**config.mk**
```make
export PLATFORM = sky130hd
export DESIGN_NAME = seq_scan_ctrl_flat
export DESIGN_NICKNAME = d
export VERILOG_FILES = /design/src/rtl/seq_scan_ctrl_if.sv /design/src/rtl/seq_scan_ctrl.sv /design/src/flat_wrapper.sv
export SDC_FILE = /design/constraint.sdc
export NUM_CORES = 1
export LEC_CHECK = 0
export BUFFER_PORTS_ARGS = -buffer_cell sky130_fd_sc_hd__buf_2
export CAP_MARGIN = 20
export CORE_ASPECT_RATIO = 0.8
export CORE_MARGIN = 2
export CORE_UTILIZATION = 54
export CTS_BUF_LIST = sky130_fd_sc_hd__clkbuf_8 sky130_fd_sc_hd__clkbuf_16
export DETAILED_ROUTE_END_ITERATION = 10
export GPL_TIMING_DRIVEN = 0
export PLACE_DENSITY = 0.88
export SKIP_CTS_REPAIR_TIMING = 1
export SLEW_MARGIN = 15
export SYNTH_ARGS = -nofsm -noshare
export SYNTH_HDL_FRONTEND = slang
export SYNTH_SLANG_ARGS = --single-unit
```
**constraint.sdc**
```tcl
create_clock -name clk -period 2.4 [get_ports clk]
set_input_delay 0.24 -clock clk [delete_from_list [all_inputs] [get_ports clk]]
set_output_delay 0.24 -clock clk [all_outputs]
set_load 0.02 [all_outputs]
```
**src/rtl/seq_scan_ctrl_if.sv**
```systemverilog
// seq_scan_ctrl_if: word-input and frame-result handshakes of the sequence scanner.
//   in_valid/in_ready/in_data/in_last : one input word per transfer, MSB scanned first
//   out_valid/out_ready/out_count     : per-frame match count, held until taken
// master = producer/consumer side (testbench or upstream), slave = the scanner.
interface seq_scan_ctrl_if #(
   parameter int unsigned WORD_W = 8,
   parameter int unsigned CNT_W  = 4
);
   logic              in_valid;
   logic              in_ready;
   logic [WORD_W-1:0] in_data;
   logic              in_last;
   logic              out_valid;
   logic              out_ready;
   logic [CNT_W-1:0]  out_count;

   modport master (
      output in_valid, in_data, in_last, out_ready,
      input  in_ready, out_valid, out_count
   );

   modport slave (
      input  in_valid, in_data, in_last, out_ready,
      output in_ready, out_valid, out_count
   );
endinterface

```
**src/rtl/seq_scan_ctrl.sv**
```systemverilog
// seq_scan_ctrl: counts occurrences of a 2..4 bit pattern in a serial bit stream built from
// a frame of words (MSB first); matches may span words and optionally overlap.
// Ports:
//   clk, reset        : clock, asynchronous active-high reset
//   cfg_pattern_i     : target pattern, bit 0 = most recently shifted bit
//   cfg_len_i         : pattern length (0/1 -> 2, 5..7 -> 4)
//   cfg_overlap_i     : 1 = overlapping matches counted
//   bus (slave)       : word input handshake and frame result handshake
//   match_pulse_o     : one-cycle strobe per match
//   busy_o            : frame in progress (word accepted, result not yet taken)
module seq_scan_ctrl #(
   parameter int unsigned WORD_W = 8,
   parameter int unsigned CNT_W  = 4
) (
   input  logic             clk,
   input  logic             reset,
   input  logic [3:0]       cfg_pattern_i,
   input  logic [2:0]       cfg_len_i,
   input  logic             cfg_overlap_i,
   seq_scan_ctrl_if.slave   bus,
   output logic             match_pulse_o,
   output logic             busy_o
);

   localparam int unsigned BitCntW = (WORD_W > 2) ? $clog2(WORD_W) : 1;

   typedef enum logic [1:0] {StIdle, StShift, StReport} state_e;

   state_e              state_q, state_d;
   logic [WORD_W-1:0]   data_q, data_d;
   logic                last_q, last_d;
   logic [BitCntW-1:0]  bit_cnt_q, bit_cnt_d;
   // Three stored bits plus the bit being shifted form the 4-bit history window.
   logic [2:0]          hist_q, hist_d;
   logic [2:0]          seen_q, seen_d;
   logic [CNT_W-1:0]    count_q, count_d;
   logic                match_q, match_d;
   logic                busy_q, busy_d;
   logic [3:0]          pat_q, pat_d;
   logic [2:0]          len_q, len_d;
   logic                ovl_q, ovl_d;

   logic [3:0]          hist_win;
   logic [2:0]          seen_inc;
   logic [3:0]          len_mask;
   logic [2:0]          len_norm;
   logic                hit;
   logic                in_ready;
   logic                out_valid;

   always_comb begin
      if (cfg_len_i < 3'd2) begin
         len_norm = 3'd2;
      end else if (cfg_len_i > 3'd4) begin
         len_norm = 3'd4;
      end else begin
         len_norm = cfg_len_i;
      end
   end

   always_comb begin
      hist_win = {hist_q, data_q[WORD_W-1]};
      seen_inc = (seen_q >= 3'd4) ? 3'd4 : seen_q + 3'd1;
      unique case (len_q)
         3'd2:    len_mask = 4'b0011;
         3'd3:    len_mask = 4'b0111;
         default: len_mask = 4'b1111;
      endcase
      hit = (seen_inc >= len_q) && ((hist_win & len_mask) == (pat_q & len_mask));
   end

   always_comb begin
      state_d   = state_q;
      data_d    = data_q;
      last_d    = last_q;
      bit_cnt_d = bit_cnt_q;
      hist_d    = hist_q;
      seen_d    = seen_q;
      count_d   = count_q;
      match_d   = 1'b0;
      busy_d    = busy_q;
      pat_d     = pat_q;
      len_d     = len_q;
      ovl_d     = ovl_q;
      in_ready  = 1'b0;
      out_valid = 1'b0;

      unique case (state_q)
         StIdle: begin
            in_ready = 1'b1;
            if (bus.in_valid) begin
               data_d    = bus.in_data;
               last_d    = bus.in_last;
               bit_cnt_d = '0;
               busy_d    = 1'b1;
               // Configuration is frozen for the whole frame at its first word.
               if (!busy_q) begin
                  pat_d = cfg_pattern_i;
                  len_d = len_norm;
                  ovl_d = cfg_overlap_i;
               end
               state_d = StShift;
            end
         end

         StShift: begin
            data_d    = data_q << 1;
            hist_d    = hist_win[2:0];
            seen_d    = seen_inc;
            bit_cnt_d = bit_cnt_q + 1'b1;
            if (hit) begin
               match_d = 1'b1;
               if (count_q != {CNT_W{1'b1}}) begin
                  count_d = count_q + 1'b1;
               end
               if (!ovl_q) begin
                  seen_d = 3'd0;
               end
            end
            if (bit_cnt_q == BitCntW'(WORD_W - 1)) begin
               state_d = last_q ? StReport : StIdle;
            end
         end

         StReport: begin
            out_valid = 1'b1;
            if (bus.out_ready) begin
               count_d = '0;
               hist_d  = '0;
               seen_d  = '0;
               busy_d  = 1'b0;
               state_d = StIdle;
            end
         end

         default: state_d = StIdle;
      endcase
   end

   always_ff @(posedge clk or posedge reset) begin
      if (reset) begin
         state_q   <= StIdle;
         data_q    <= '0;
         last_q    <= 1'b0;
         bit_cnt_q <= '0;
         hist_q    <= '0;
         seen_q    <= '0;
         count_q   <= '0;
         match_q   <= 1'b0;
         busy_q    <= 1'b0;
         pat_q     <= '0;
         len_q     <= 3'd2;
         ovl_q     <= 1'b0;
      end else begin
         state_q   <= state_d;
         data_q    <= data_d;
         last_q    <= last_d;
         bit_cnt_q <= bit_cnt_d;
         hist_q    <= hist_d;
         seen_q    <= seen_d;
         count_q   <= count_d;
         match_q   <= match_d;
         busy_q    <= busy_d;
         pat_q     <= pat_d;
         len_q     <= len_d;
         ovl_q     <= ovl_d;
      end
   end

   assign bus.in_ready   = in_ready;
   assign bus.out_valid  = out_valid;
   assign bus.out_count  = count_q;
   assign match_pulse_o  = match_q;
   assign busy_o         = busy_q;

endmodule

```
**src/flat_wrapper.sv**
```systemverilog
// flat-port wrapper written by rule: the top's interface ports become plain ports
module seq_scan_ctrl_flat 
#(
   parameter int unsigned WORD_W = 8,
   parameter int unsigned CNT_W  = 4
)
  (clk, reset, cfg_pattern_i, cfg_len_i, cfg_overlap_i, match_pulse_o, busy_o, bus_in_valid, bus_in_data, bus_in_last, bus_out_ready, bus_in_ready, bus_out_valid, bus_out_count);
  seq_scan_ctrl_if #(.WORD_W(WORD_W), .CNT_W(CNT_W)) bus_i ();
  input  logic clk;
  input  logic reset;
  input  logic [3:0] cfg_pattern_i;
  input  logic [2:0] cfg_len_i;
  input  logic cfg_overlap_i;
  output logic match_pulse_o;
  output logic busy_o;
  input wire logic [$bits(bus_i.in_valid)-1:0] bus_in_valid;
  input wire logic [$bits(bus_i.in_data)-1:0] bus_in_data;
  input wire logic [$bits(bus_i.in_last)-1:0] bus_in_last;
  input wire logic [$bits(bus_i.out_ready)-1:0] bus_out_ready;
  output wire logic [$bits(bus_i.in_ready)-1:0] bus_in_ready;
  output wire logic [$bits(bus_i.out_valid)-1:0] bus_out_valid;
  output wire logic [$bits(bus_i.out_count)-1:0] bus_out_count;
  assign bus_i.in_valid = bus_in_valid;
  assign bus_i.in_data = bus_in_data;
  assign bus_i.in_last = bus_in_last;
  assign bus_i.out_ready = bus_out_ready;
  assign bus_in_ready = bus_i.in_ready;
  assign bus_out_valid = bus_i.out_valid;
  assign bus_out_count = bus_i.out_count;
  seq_scan_ctrl #(.WORD_W(WORD_W), .CNT_W(CNT_W)) u_core (.clk(clk), .reset(reset), .cfg_pattern_i(cfg_pattern_i), .cfg_len_i(cfg_len_i), .cfg_overlap_i(cfg_overlap_i), .bus(bus_i), .match_pulse_o(match_pulse_o), .busy_o(busy_o));
endmodule
```
==> results.cfg, run 1 <==
[run]
cap_violations = 0

[floorplan]
die_x_um = 65.6
start_util = 0.579
io_pins = 29
die_height_um = 53.3
fp.dieArea_mm2 = 0.00349
core_mm2 = 0.00283
rows = 17

[power_and_ir_drop]
power_density_mw_per_mm2 = 1300
ir_drop_mv = 0.812
p_leak_uw = 0.000973

[sta]
post-route-period-util = 0.950
clock.fmax_ghz = 0.439
worst_slew_pin_slew_ns = 0.691
slew-limit-headroom = 0.538
slew_violations = 0
period_minus_slack_ns = 2.28
hold_ws_ns = 0.0475
fin_setup_tns_ns = 0
setup_violations = 0
rsz0062_at_grt = false
fin_skew_ns = 0.0114
hold_violations = 0

[clock_network]
cts.sinks = 34
h-tree-depth = 2
clk_pin_slew_ns = 0.07
clockBufferDepth = 2
clockRootBuffer = clkbuf_8
numCtsBuffers = 5
insertion_delay_ns = 0.30
cts_tree = yes

[worst_setup_path]
worstSetupPathType = reg -> reg
crit_path_end_kind = register
worstSetupStartpointType = register
cp.required_ns = 2.63
worst-path-max-fanout = 7
cp.buffers_inverters = 0
crit_path_frequent_cell = ha_1
cp_cell_sequence = ha_1, or2_2, ha_1, nand2_1, o21ai_2, nand3_2, or4_1, a21oi_1
critPathSlowestCell = or4_1
max_stage_delay_ns = 0.50
arrival_ns = 2.50
path_delay_family = simple AND/OR/NAND/NOR gates

[routing]
ant_nets = 0
drc_errors = 0
drt_pass1_iterations = 4
wirelength_um = 3410
drtIter0Drc = 45
viasPerCell = 5.51
vias = 1279
wire_per_inst_um = 14.7

[global_routing]
grt_first_pass_wirelength_um = 5560
grt_max_degree = 35
grt_remaining_overflow = 0
first_global_vias = 1296
grt_use_total = 0.227
antenna_found_initial = 0

[cells_and_area]
final_cell_mix = dfrtp_1, buf_2, nand2_1
drive_gt1_frac = 0.263
layout_commonest_cell = dfrtp_1
synthToLayoutAreaGrowth_pct = 17.0
nets = 222
num_antenna_cells = 0

[synth]
avgSynthCellArea_um2 = 10.4
yosysTopAreaCell = dfrtp_1
ys_ff_latch = 34
yosysUniqueCellTypes = 32
synth_top_cell_area_share = 0.504
synthTopCellsByArea = dfrtp_1, nand2_1, ha_1
yosysWarnings = 0
synthCells = 158
synth.net_count = 187
seq_area_frac_synth = 0.520
syn_area_mm2 = 0.00164

[place]
gp_congestion = 0.825
port_buffers = 28
dp_hpwl_um = 2490

[run_status]
status = finished clean

[hold_path]
hold_class = in -> async
per-stage QoR:
stage	util	instance area, um^2	instances	power [uW]	setup WS, ns
floorplan	-	1640	158	1770	0.310
CTS	0.678	1920	232	2510	0.133
global route	0.678	1920	232	2690	0.00368
global placement	0.645	1830	224	1960	0.228
detailed placement	0.645	1830	224	2070	0.144
finish	0.678	1920	232	2490	0.121
path summary, 6_finish.rpt:
check	startpoint	slack [ns]	cells after the start	to
setup / recovery	u_core.seen_q[0]	0.12	8	u_core.bus.out_count[3]
hold / removal	reset	0.05	2	u_core.bit_cnt_q[0]
setup reg to reg	u_core.seen_q[0]	0.12	8	u_core.bus.out_count[3]
hold reg to reg	u_core.data_q[3]	0.49	2	u_core.data_q[4]
max in group asynchronous	reset	1.90	2	u_core.state_q[1]
min in group clk	cfg_len_i[2]	0.11	2	u_core.len_q[1]
final cells by class:
class                      count  area, um^2
fill                         207         912
sequential                    34         852
multi-input combinational    112         739
timing repair buffer          28         140
clock buffer                   6        82.6
tap                           38        47.5
inverter                       7        26.3
buffer                         5        20.0
clock inverter                 2        8.76
synthesized netlist by cell type:
library cell,number
a211oi_1,1
a211oi_2,1
a21oi_1,4
a311o_2,1
and2_0,1
buf_2,1
clkbuf_1,4
dfrtp_1,33
dfstp_2,1
ha_1,8
inv_1,7
mux2_2,6
mux2i_1,9
nand2_1,28
nand2b_1,2
nand3_1,11
nand3_2,1
nand3b_1,1
nand4b_1,1
nor2_1,4
nor2_2,1
nor2b_1,4
o21ai_0,15
o21ai_1,1
o21ai_2,1
o31ai_1,1
o32ai_1,1
o41ai_1,1
or2_2,2
or4_1,1
or4b_1,1
xor2_1,4
report_power, final:
part / switching [uW] / internal (uW) / total, uW
Clock: 208 / 227 / 435
Combinational: 603 / 425 / 1030
Sequential: 194 / 836 / 1030
Total: 1010 / 1490 / 2490
flip-flops by register name, indices dropped and copies added, names as in the netlist:
| register | count |
|---|---|
| u_core.bit_cnt_q | 3 |
| u_core.bus.out_count | 4 |
| u_core.busy_o | 1 |
| u_core.data_q | 8 |
| u_core.hist_q | 3 |
| u_core.last_q | 1 |
| u_core.len_q | 3 |
| u_core.match_pulse_o | 1 |
| u_core.ovl_q | 1 |
| u_core.pat_q | 4 |
| u_core.seen_q | 3 |
| u_core.state_q | 2 |
cell families (layout without fill, tap and decap cells):
kind of cell	count (synthesis)	count (layout)	share of synthesized area
compound gates	27	27	0.101
flops	34	34	0.520
buf+inv	12	48	0.0283
fa+ha+maj	8	8	0.0611
simple gates	58	58	0.172
mux	15	15	0.0963
xor+xnor	4	4	0.0214
routing by layer:
metal	vias up	GRT usage	routed length (um)
met5	-	0	0
met4	0	0.135	52
met3	6	0.0511	194
met2	35	0.386	1720
met1	625	0.266	1440
li1	613	-	-
worst reg2reg max path: stages (launching register included):
cell	delay, ns
dfrtp_1	0.41
ha_1	0.23
or2_2	0.28
ha_1	0.30
nand2_1	0.07
o21ai_2	0.12
nand3_2	0.15
or4_1	0.50
a21oi_1	0.15
Power figures use the tool's default switching activity.
==> run 2: changes to the inputs <==
clock period = 2.3 ns   (was 2.4 ns; I/O delays follow)
==> run 2 against run 1 <==
Net effect:
- power is 7.6% higher
- sequential share of layout area is 0.66 points lower
- first-iteration DRC count is 20% lower
- flip-flop and latch count stayed put
- combinational power is 12% higher
- maximum frequency is 2.8% higher
- global-route usage stayed put
- highest routed layer unchanged
- worst setup slack worse by 0.037 ns
==> results.cfg, run 2 (synthesis results as in run 1) <==
[cells_and_area]
largest_register_ffs = 8
synthToLayoutAreaGrowth_pct = 18.8
num_antenna_cells = 0
largest-register = u_core.data_q
drive_gt1_frac = 0.281
final_cell_mix = dfrtp_1, buf_2, nand2_1
nets = 224
layout_commonest_cell = dfrtp_1

[routing]
wl_met2_um = 1760
drt_pass1_iterations = 4
drc_errors = 0
drt-met1-wl_um = 1470
viasPerCell = 5.56
wire_per_inst_um = 14.9
ant_nets = 0
top_layer = met4
drtIter0Drc = 36
dr_wl_met3_um = 202
vias = 1302
wirelength_um = 3500

[power_and_ir_drop]
ir_drop_mv = 0.864
power_density_mw_per_mm2 = 1380
p_leak_uw = 0.000981

[place]
dp_hpwl_um = 2490
port_buffers = 28
gp_congestion = 0.825

[hold_path]
hold_class = in -> async

[sta]
setup_violations = 0
hold_ws_ns = 0.0367
post-route-period-util = 0.963
period_minus_slack_ns = 2.22
slew_violations = 0
rsz0062_at_grt = true
worst_slew_pin_slew_ns = 0.689
clock.fmax_ghz = 0.451
fin_setup_tns_ns = 0
fin_skew_ns = 0.0127
hold_violations = 0
slew-limit-headroom = 0.540

[worst_setup_path]
cp.required_ns = 2.54
arrival_ns = 2.45
worst-path-max-fanout = 6
crit_path_end_kind = register
worstSetupStartpointType = register
worstSetupPathType = reg -> reg

[clock_network]
h-tree-depth = 2
clockRootBuffer = clkbuf_8
insertion_delay_ns = 0.30
numCtsBuffers = 5
clk_pin_slew_ns = 0.07
cts_tree = yes
clockBufferDepth = 2
cts.sinks = 34

[floorplan]
fp.dieArea_mm2 = 0.00349
die_x_um = 65.6
core_mm2 = 0.00283
die_height_um = 53.3
rows = 17
start_util = 0.579
io_pins = 29

[global_routing]
grt_max_degree = 35
first_global_vias = 1296
antenna_found_initial = 0
grt_use_total = 0.227
grt_remaining_overflow = 0
grt_first_pass_wirelength_um = 5560

[run_status]
status = finished clean

[run]
cap_violations = 0
[run 2: final timing paths]
kind,slack (ns),end,depth (start not counted),from
setup / recovery,0.08,u_core.bus.out_count[2],8,u_core.seen_q[0]
max in group asynchronous,1.81,u_core.bus.out_count[1],2,reset
hold reg to reg,0.49,u_core.data_q[4],2,u_core.data_q[3]
setup reg to reg,0.08,u_core.bus.out_count[2],8,u_core.seen_q[0]
hold / removal,0.04,u_core.bus.out_count[0],2,reset
min in group clk,0.10,u_core.len_q[1],2,cfg_len_i[2]
[run 2: worst max-delay path, cell delays in order, from the launching register on]
cell     delay [ns]
dfrtp_1        0.43
ha_2           0.21
or2_2          0.28
ha_1           0.30
nand2_1        0.07
o21ai_2        0.18
nand3_4        0.12
or4b_4         0.49
nand3_1        0.09
[run 2: final cells by class]
cell class / instances / area, um^2
fill: 202 / 883
sequential: 34 / 852
multi-input combinational: 112 / 753
timing repair buffer: 30 / 155
clock buffer: 6 / 82.6
tap: 38 / 47.5
inverter: 7 / 26.3
buffer: 5 / 20.0
clock inverter: 2 / 8.76
[run 2: routing by layer]
metal / GRT usage / vias to the layer above
met5: 0 / -
met4: 0.135 / 0
met3: 0.0511 / 8
met2: 0.386 / 36
met1: 0.266 / 639
li1: - / 619
[run 2: where the power goes]
group,switching [uW],internal (uW),total (uW)
clock,222,237,459
sequential,205,873,1080
combinational,664,482,1150
[run 2: per-stage QoR]
step                 util  instances  area, um^2  total power [uW]  setup slack, ns
global route        0.688        234        1950              2880          -0.0188
global placement    0.645        224        1830              2040            0.128
floorplan               -        158        1640              1840            0.210
CTS                 0.678        232        1920              2620           0.0332
detailed placement  0.645        224        1830              2160           0.0437
finish              0.688        234        1950              2680           0.0841
==> run 3: changes to the inputs <==
MAX_ROUTING_LAYER = met4   (was not set)
==> run 3 against run 2 <==
Net effect:
- sequential power about the same
- routed wire length decreased by 1.1%
- core utilization unchanged
- maximum frequency increased by 0.91%
- clock-buffer cell count unchanged
- clock power about the same
- first-iteration DRC count increased by 14%
- die area unchanged
- power about the same
- hold slack got worse by 0.00090 ns
- critical endpoint unchanged
- largest power group unchanged
- highest routed layer unchanged
==> results.cfg, run 3 (synthesis results as in run 1) <==
[routing]
viasPerCell = 5.56
wire_per_inst_um = 14.8
wirelength_um = 3460
drt_pass1_iterations = 5
ant_nets = 0
vias = 1300
drtIter0Drc = 41
drc_errors = 0

[cells_and_area]
seq_area_um2 = 852
layout_commonest_cell = dfrtp_1
drive_gt1_frac = 0.281
final_cell_mix = dfrtp_1, buf_2, nand2_1
largest-register = u_core.data_q
num_antenna_cells = 0
nets = 224
multi_input_area_um2 = 753
synthToLayoutAreaGrowth_pct = 18.8
fillers = 205
largest_register_ffs = 8

[global_routing]
grt_first_pass_wirelength_um = 5580
grt_use_total = 0.233
antenna_found_initial = 0
grt_max_degree = 35
first_global_vias = 1294
grt_remaining_overflow = 0

[worst_setup_path]
crit_path_end_kind = register
worst-path-max-fanout = 6
worstSetupStartpointType = register
cp.required_ns = 2.54
worstSetupPathType = reg -> reg
arrival_ns = 2.44

[sta]
worst_slack_ns = 0.104
setup_violations = 0
clock.fmax_ghz = 0.455
hold_ws_ns = 0.0358
worst_slew_pin_slew_ns = 0.690
period_minus_slack_ns = 2.20
fin_skew_ns = 0.0143
hold_violations = 0
slew-limit-headroom = 0.539
post-route-period-util = 0.955
rsz0062_at_grt = true
slew_violations = 0

[place]
port_buffers = 28
gp_congestion = 0.838
dp_hpwl_um = 2490
pre_cts_slack_ns = 0.0437

[floorplan]
core_mm2 = 0.00283
fp.dieArea_mm2 = 0.00349
die_height_um = 53.3
start_util = 0.579
io_pins = 29
rows = 17
die_x_um = 65.6

[power_and_ir_drop]
p_leak_uw = 0.000981
ir_drop_mv = 0.872
power_density_mw_per_mm2 = 1380

[hold_path]
hold_class = in -> async

[clock_network]
numCtsBuffers = 5
clockBufferDepth = 2
insertion_delay_ns = 0.30
clockRootBuffer = clkbuf_8
clk_pin_slew_ns = 0.08
cts_tree = yes
cts.sinks = 34
h-tree-depth = 2

[run]
cap_violations = 0

[run_status]
status = finished clean
==> run 3: critical path, stage by stage (launching register included) <==
cell     delay, ns
dfrtp_1       0.41
ha_2          0.20
or2_2         0.28
ha_1          0.30
nand2_1       0.07
o21ai_2       0.18
nand3_4       0.12
or4b_4        0.49
nand3_1       0.09
==> run 3: where the power goes <==
part | leakage (uW) | switching [uW] | internal, uW
Sequential | 0.000420 | 205 | 873
Clock | 0.0000524 | 224 | 237
Combinational | 0.000509 | 664 | 481
==> run 3: path summary, 6_finish.rpt <==
path / depth (start not counted) / end / start / slack, ns
setup / recovery: 8 / u_core.bus.out_count[2] / u_core.seen_q[0] / 0.10
hold / removal: 2 / u_core.busy_o / reset / 0.04
setup reg to reg: 8 / u_core.bus.out_count[2] / u_core.seen_q[0] / 0.10
hold reg to reg: 2 / u_core.data_q[4] / u_core.data_q[3] / 0.49
max in group asynchronous: 2 / u_core.state_q[1] / reset / 1.81
min in group clk: 2 / u_core.len_q[1] / cfg_len_i[2] / 0.10
==> run 3: stage by stage <==
stage | instances | instance area (um^2) | power, uW | TNS (ns) | util
3_5_place_dp | 224 | 1830 | 2160 | 0 | 0.645
6_report | 234 | 1950 | 2680 | 0 | 0.688
4_1_cts | 232 | 1920 | 2620 | 0 | 0.678
3_3_place_gp | 224 | 1830 | 2040 | 0 | 0.645
5_1_grt | 234 | 1950 | 2870 | -0.00552 | 0.688
2_1_floorplan | 158 | 1640 | 1840 | 0 | -
==> run 3: cell type report <==
type                            instances  area share
Inverter                                7      0.0135
Sequential cell                        34       0.438
Tap cell                               38      0.0244
Clock inverter                          2     0.00450
Timing Repair Buffer                   30      0.0797
Buffer                                  5      0.0103
Multi-Input combinational cell        112       0.387
Clock buffer                            6      0.0424
==> run 3: per-layer routing <==
layer | vias to the layer above | wire, um | track usage | share of wire
li1 | 617 | - | - | -
met4 | 0 | 76 | 0.135 | 0.022
met3 | 9 | 191 | 0.0511 | 0.055
met5 | - | 0 | - | 0
met1 | 632 | 1530 | 0.267 | 0.44
met2 | 42 | 1660 | 0.386 | 0.48
